$ cat config.mk
export PLATFORM = sky130hd
export DESIGN_NAME = instr_fetch_decode
export DESIGN_NICKNAME = d
export VERILOG_FILES = /design/src/rtl/instr_fetch_decode.sv
export SDC_FILE = /design/constraint.sdc
export NUM_CORES = 1
export LEC_CHECK = 0
export ABC_AREA = 1
export ABC_CLOCK_PERIOD_IN_PS = 3900
export CORE_MARGIN = 3
export CORE_UTILIZATION = 45
export CTS_CLUSTER_DIAMETER = 50
export DETAILED_ROUTE_END_ITERATION = 8
export GPL_ROUTABILITY_DRIVEN = 0
export HOLD_SLACK_MARGIN = 0.03
export PLACE_DENSITY = 0.87
export RECOVER_POWER = 50
export SETUP_SLACK_MARGIN = 0.1
export SYNTH_ARGS = -nofsm -noshare
export SYNTH_HDL_FRONTEND = slang
export SYNTH_SLANG_ARGS = --single-unit
$ cat constraint.sdc
create_clock -name clk -period 3.9 [get_ports clk]
set_input_delay 0.585 -clock clk [delete_from_list [all_inputs] [get_ports clk]]
set_output_delay 0.585 -clock clk [all_outputs]
set_load 0.01 [all_outputs]
$ cat src/rtl/instr_fetch_decode.sv
// Fetch/decode front end: owns the PC, fetches over a req/valid handshake, decodes each word
// into the datapath control/field bus and holds it until the datapath accepts it.
module instr_fetch_decode #(
  parameter int                 WIDTH    = 32,
  parameter logic [WIDTH-1:0]   RESET_PC = '0
) (
  input  logic             clk,
  input  logic             rst,
  output logic             imem_req,
  output logic [WIDTH-1:0] imem_addr,
  input  logic             imem_valid,
  input  logic [WIDTH-1:0] imem_rdata,
  input  logic             stall,
  input  logic             redirect_en,
  input  logic [WIDTH-1:0] redirect_pc,
  output logic [WIDTH-1:0] pc,
  output logic             instr_valid,
  output logic [6:0]       opcode,
  output logic [2:0]       Funct3,
  output logic [6:0]       Funct7,
  output logic [4:0]       RS1,
  output logic [4:0]       RS2,
  output logic [4:0]       RD,
  output logic [11:0]      Imm_reg,
  output logic [4:0]       Shamt,
  output logic             write_en,
  output logic             read_en,
  output logic             illegal
);

  typedef enum logic [1:0] {IDLE, FETCH, ISSUE} state_t;

  localparam logic [6:0] OP_R      = 7'b0110011;
  localparam logic [6:0] OP_IMM    = 7'b0010011;
  localparam logic [6:0] OP_LOAD   = 7'b0000011;
  localparam logic [6:0] OP_STORE  = 7'b0100011;
  localparam logic [6:0] OP_BRANCH = 7'b1100011;
  localparam logic [6:0] OP_LUI    = 7'b0110111;
  localparam logic [6:0] OP_AUIPC  = 7'b0010111;
  localparam logic [6:0] OP_JAL    = 7'b1101111;
  localparam logic [6:0] OP_JALR   = 7'b1100111;

  localparam logic [WIDTH-1:0] ALIGN_MASK = ~WIDTH'(3);
  localparam logic [WIDTH-1:0] PC_INIT    = RESET_PC & ALIGN_MASK;

  state_t           state;
  logic             squash;
  logic [WIDTH-1:0] target_pc;
  logic             dec_we;
  logic             dec_re;
  logic             dec_ill;
  logic [11:0]      dec_imm;

  assign target_pc = redirect_pc & ALIGN_MASK;
  assign imem_addr = pc;

  // NOTE: every variable gets a default before the case so no path can infer a latch.
  always_comb begin
    dec_we  = 1'b0;
    dec_re  = 1'b0;
    dec_ill = 1'b0;
    dec_imm = imem_rdata[31:20];
    if (imem_rdata[1:0] != 2'b11) begin
      dec_ill = 1'b1;
    end else begin
      case (imem_rdata[6:0])
        OP_R, OP_IMM, OP_LUI, OP_AUIPC, OP_JAL, OP_JALR: dec_we = 1'b1;
        OP_LOAD: begin
          dec_we = 1'b1;
          dec_re = 1'b1;
        end
        OP_STORE:  dec_imm = {imem_rdata[31:25], imem_rdata[11:7]};
        OP_BRANCH: dec_imm = {imem_rdata[31], imem_rdata[7], imem_rdata[30:25], imem_rdata[11:8]};
        default:   dec_ill = 1'b1;
      endcase
    end
  end

  // NOTE: state is updated with non-blocking assignments so every register sees pre-edge values.
  always_ff @(posedge clk or negedge rst) begin
    if (!rst) begin
      state       <= IDLE;
      pc          <= PC_INIT;
      squash      <= 1'b0;
      imem_req    <= 1'b0;
      instr_valid <= 1'b0;
      opcode      <= '0;
      Funct3      <= '0;
      Funct7      <= '0;
      RS1         <= '0;
      RS2         <= '0;
      RD          <= '0;
      Imm_reg     <= '0;
      Shamt       <= '0;
      write_en    <= 1'b0;
      read_en     <= 1'b0;
      illegal     <= 1'b0;
    end else begin
      case (state)
        IDLE: begin
          state    <= FETCH;
          imem_req <= 1'b1;
        end
        FETCH: begin
          if (redirect_en) begin
            // A response arriving in the redirect cycle is dropped here, so only an
            // still-outstanding response needs to be squashed later.
            pc     <= target_pc;
            squash <= ~imem_valid;
          end else if (imem_valid) begin
            if (squash) begin
              squash <= 1'b0;
            end else begin
              opcode      <= imem_rdata[6:0];
              Funct3      <= imem_rdata[14:12];
              Funct7      <= imem_rdata[31:25];
              RS1         <= imem_rdata[19:15];
              RS2         <= imem_rdata[24:20];
              RD          <= imem_rdata[11:7];
              Shamt       <= imem_rdata[24:20];
              Imm_reg     <= dec_imm;
              write_en    <= dec_we;
              read_en     <= dec_re;
              illegal     <= dec_ill;
              instr_valid <= 1'b1;
              imem_req    <= 1'b0;
              state       <= ISSUE;
            end
          end
        end
        ISSUE: begin
          if (!stall) begin
            pc          <= redirect_en ? target_pc : pc + WIDTH'(4);
            instr_valid <= 1'b0;
            imem_req    <= 1'b1;
            state       <= FETCH;
          end
        end
        default: state <= IDLE;
      endcase
    end
  end

endmodule

==> impl_metrics.toml <==
[yosys]
synth_area_leader_cell = "dfrtp_1"
ys.flop_type = "dfrtp_1"
synth.top_cell.area_share_pct = 43.0
synth_cells = 672
ys_seq_elements = 81
async_flop_share_pct = 100
synth_warnings = 0
synthTopCellsByArea = "dfrtp_1 43%, nand2_1 21%, buf_4 7.5%, nand3_1 4.3%, o21ai_0 4.3%"
netlist_area_um2 = 4720
synth_cell_types = 27
ys_seq_area_share_pct = 43.0
syn_area_per_cell_um2 = 7.02
synth_edf_count = 0

[placed_design]
pre_cts_ws_ns = 1.18
hpwl_um = 10100
io_buffers = 180

[setup_path]
worstPathMaxFanout = 27
cp_slowest_cell = "nor2_1"
required_ns = 4.13
path_cells = "dlygate4sd3_1 -> nor2_1 -> buf_4 -> o21ai_0 -> a21oi_1 -> nor2_1"
crit_path_start_kind = "input port"
critPathKind = "input port to flop"
crit_path_frequent_cell = "nor2_1"
crit_arrival_ns = 3.06
end_kind = "flop"
cpPeakStageDelay_ns = 1.11

[sta]
tightest_slew_ns = 2.02
finalCritPeriodShare_pct = 72.4
slew_viol_final = 82
rsz0062_at_grt = "no"
setup_slack_ns = 1.08
timing.hold.ws_ns = 0.481
slew_headroom_pct = -34.9
min_period_ns = 2.82
setup_viol = 0
hold_viol_final = 0
skew_ns = 0.0122
fin_setup_tns_ns = 0
max_freq_ghz = 0.354

[power]
irDropWorstVdd_mv = 0.372
power_w = 0.00469
powerDensity_nw_per_um2 = 719
leakage_nw = 3.05

[clock_tree]
clock-sinks = 81
clkLatencyLatePin_ns = 0.34
cts_hold_buf = 0
cts.clk_slew.worst_paths_ns = 0.09
cts_root_buf = "clkbuf_8"
post-cts-setup-buffers = 0
clockBufferDepth = 2
cts_resized = 0
cts_buffers = 9
cts_tree = "built"
htree_levels = 3

[layout]
n_fill_cell = 889
mostFrequentLayoutCell = "nand2_1"
area_growth_pct = 38.1
largest_register_ffs = 30
utilization_pct = 65.2
final_layout_size_suffix_gt1_share_pct = 5.78
final_cell_mix = "258 x nand2_1, 126 x clkdlybuf4s50_1, 81 x dfrtp_1, 53 x inv_1, 53 x dlygate4sd3_1"
finalNetCount = 878
diodes = 0

[floorplanning]
rows = 36
fp.coreArea_um2 = 10000
die_h_um = 108
initial_core_util_pct = 47.2
ioPinCount = 187
die_area_um2 = 11700
die_w_um = 108

[global_route]
antenna_found_initial = 0
first_global_vias = 4587
gr-total-overflow = 0
grt_max_degree = 82
grt_pass1_wl_um = 21600
grt_usage_pct = 23.0

[min_path]
hp-class = "flop to flop"

[routing]
wl_um = 13600
routed_via_density = 5.13
wl_per_cell_um = 14.4
drtPass1Iterations = 5
drc_errors = 0
ant_nets = 0
vias = 4853
first_iter_violations = 192

[flow_run]
cap_violations = 1

[run_status]
status = "finished with violations"
violations = "max-capacitance violations, max-slew violations"
[synthesized netlist by cell type, types with 2 or more instances]
library cell and number:
nor3_2 2, nor3_1 4, dfrtp_1 81, a21oi_1 40, o21ai_0 41, nand2_1 258
nor2_2 9, o21ai_1 2, nor2_4 2, inv_2 4, buf_4 47, a31oi_1 2
and2_1 2, o22ai_1 2, nand4_1 3, clkbuf_1 2, inv_1 53, buf_2 13
or2_2 6, nand3_1 41, nor2_1 50, nand2_2 3
[worst paths after layout]
| check | to | slack (ns) | cells after the start | from |
|---|---|---|---|---|
| worst max-delay path | imem_addr[14]$_DFFE_PN0P_ | 1.08 | 6 | redirect_en |
| worst min-delay path | Funct7[4]$_DFFE_PN0P_ | 0.48 | 2 | Funct7[4]$_DFFE_PN0P_ |
| worst max register to register | imem_addr[14]$_DFFE_PN0P_ | 1.32 | 7 | state[0]$_DFFE_PN0P_ |
| worst min register to register | Funct7[4]$_DFFE_PN0P_ | 0.48 | 2 | Funct7[4]$_DFFE_PN0P_ |
| max in group asynchronous | Imm_reg[5]$_DFFE_PN0P_ | 1.90 | 1 | rst |
| min in group asynchronous | imem_addr[28]$_DFFE_PN0P_ | 0.78 | 1 | rst |
[kinds of logic (layout without fill, tap and decap cells)]
| logic type | after synthesis | count (layout) | share of synthesized area [%] |
|---|---|---|---|
| other | 1 | 4 | 0.0795 |
| buffers and inverters | 120 | 258 | 13.8 |
| and+or+nand+nor | 380 | 380 | 33.2 |
| adders and majority gates | 1 | 1 | 0.265 |
| DFF | 81 | 81 | 43.0 |
| AOI/OAI and AO/OA | 89 | 89 | 9.68 |
[report_power, final]
group	internal [W]	switching (W)	leakage (nW)	total (W)
Sequential	0.00123	0.000408	0.971	0.00164
Combinational	0.00120	0.00115	1.98	0.00235
Clock	0.000368	0.000333	0.107	0.000701
[worst max-delay path, delay by kind of cell]
kind	cells	cell delay (ns)
AND/OR/NAND/NOR	2	1.17
buffers and inverters	2	1.01
AO/OA/AOI/OAI	2	0.27
[area by class of cell]
class / instances / area [um^2] / area share [%]
Sequential cell: 81 / 2030 / 31.1
Tap cell: 133 / 166 / 2.55
Multi-Input combinational cell: 474 / 2050 / 31.5
Inverter: 57 / 214 / 3.28
Clock buffer: 9 / 124 / 1.90
Timing Repair Buffer: 185 / 1830 / 28.1
Clock inverter: 7 / 101 / 1.56
[through the flow]
| step | instances | cell area [um^2] |
|---|---|---|
| after floorplan | 675 | 4730 |
| after global placement | 930 | 6310 |
| after detailed placement | 930 | 6310 |
| after CTS | 946 | 6540 |
| after global routing | 946 | 6520 |
| final | 946 | 6520 |
[metal layers]
layer  GRT usage [%]  wire length, um
met5               0                0
met4            9.65              340
met3            7.46             1350
met2            39.6             6790
met1            26.4             5110
No activity file was read; power rests on OpenSTA's default activity.
==> variant, RTL diff (config.mk and constraints unchanged) <==
Make the reset (`rst`) synchronous in one clocked block.
--- a/src/rtl/instr_fetch_decode.sv
+++ b/src/rtl/instr_fetch_decode.sv
@@ -77,7 +77,7 @@
   end
 
   // NOTE: state is updated with non-blocking assignments so every register sees pre-edge values.
-  always_ff @(posedge clk or negedge rst) begin
+  always_ff @(posedge clk) begin
     if (!rst) begin
       state       <= IDLE;
       pc          <= PC_INIT;
Check against the original RTL: differs if rst is asserted again (counterexample within 4 cycles, from zero or initial values and one cycle with rst low); with rst held inactive, the same outputs for 4 cycles.
==> variant against the unedited design <==
- the flow still finishes with violations (capacitance limit, slew limit)
- synthesized cell count increased by 4.6%
- cell count up 2.9%
- clock skew decreased by 0.0033 ns
- synthesized area down 1.6%
- setup slack better by 0.25 ns
- wire length decreased by 3.7%
- core utilization fell by 0.75 points
- final area fell by 2.0%
- sequential cell count stayed put
- critical path type unchanged
- critical endpoint is now read_en
- highest routed layer unchanged
Power is not compared: it rests on default switching activity, and its combinational part moved more than twofold at a synthesized area within 25%.
==> variant: results (changes against the unedited design) <==
Worst setup path
  – CP Capture Point: read_en
  – Max stage delay on crit path: 1.22 ns (+0.11 ns)
  – Reg2reg setup slack: 2.02 ns (+0.70 ns)
  – Worst R2R Start: state[1]
  – Worst Reg-to-Reg Cells: 9 (+2)
  – Crit path max fanout: 45 (+67%)
  – Max stage delay cell, worst path: clkbuf_1
  – Critical path launch point: rst
  – Reg2Reg Capture Point: Imm_reg[7]

GRT
  – Largest net degree at the start of global routing: 51 (-38%)
  – First-pass GRT wire length: 21,500 um (-0.57%)

Cells and area
  – Clock buffers: 11 (+2)
  – Number of non-clock inverters in the layout: 73 (+28%)
  – Fin nets: 905 (+3.1%)
  – Fillers: 896 (+0.79%)
  – FF/Latch Area: 0.00162 mm2 (-20%)
  – Share of cells above drive strength 1: 6.79% (+1.0 points)
  – Fraction of area in multi-input gates: 36.0% (+4.6 points)

Flow run
  – Max-Cap Viols: 2 (+1)

Placement
  – Placed Instance Area: 0.00620 mm2 (-1.7%)
  – Post-DP HPWL: 9490 um (-6.4%)
  – Pre-CTS setup slack: 1.39 ns (+0.209 ns)

Logic synthesis
  – Post-synthesis cell type count: 42 (+56%)
  – Synth Flop Type: dfxtp_1
  – Post-synthesis area per instance: 6.61 um2 (-5.9%)
  – Ys async rst share: 0% (-100 points)

Min path
  – Origin of the worst min-delay path: illegal
  – Hold endpoint: illegal

Timing
  – Hold Slack: 0.463 ns (-0.0182 ns)
  – Max Slew Vio Count: 83 (+1.2%)

Detailed routing
  – Routed wire length: 13,100 um (-3.7%)
  – Via/cell ratio: 4.95 (-3.4%)

Run status
  – Status: finished, violations left
  – Failing checks: capacitance limit, slew limit

Floorplanning
  – Die W: 108 um (-0.74%)
## variant: changes by cell type after synthesis, sizes merged, moves of 14 or more
cell   unedited run  this run
nand2           261       185
a21oi            40        54
dfxtp             0        81
o21ai            43        82
nor2             61        93
dfrtp            81         0
## variant: routing by layer
metal  routed length [um]  GRT usage [%]  up-vias  share of wire [%]
met5                    0              0        -                  0
li1                     -              -     2457                  -
met4                  160           5.95        0                1.2
met2                 6300           38.5      168                 48
met3                 1390           9.66       12                 11
met1                 5240           26.6     2184                 40
## variant: logic make-up after synthesis
| family | share of synthesized area (%) |
|---|---|
| AND/OR/NAND/NOR | 31.5 |
| AO/OA/AOI/OAI | 16.4 |
| flip-flops | 34.9 |
| adder cells (fa/ha/maj) | 0.269 |
| buffers and inverters | 15.8 |
| multiplexers | 0.216 |
| XOR/XNOR | 0.754 |
| other | 0.0807 |
## variant: worst min-delay path: stages (launching register included)
cell	delay, ns
dfxtp_1	0.31
nand2_1	0.05
a21oi_1	0.05
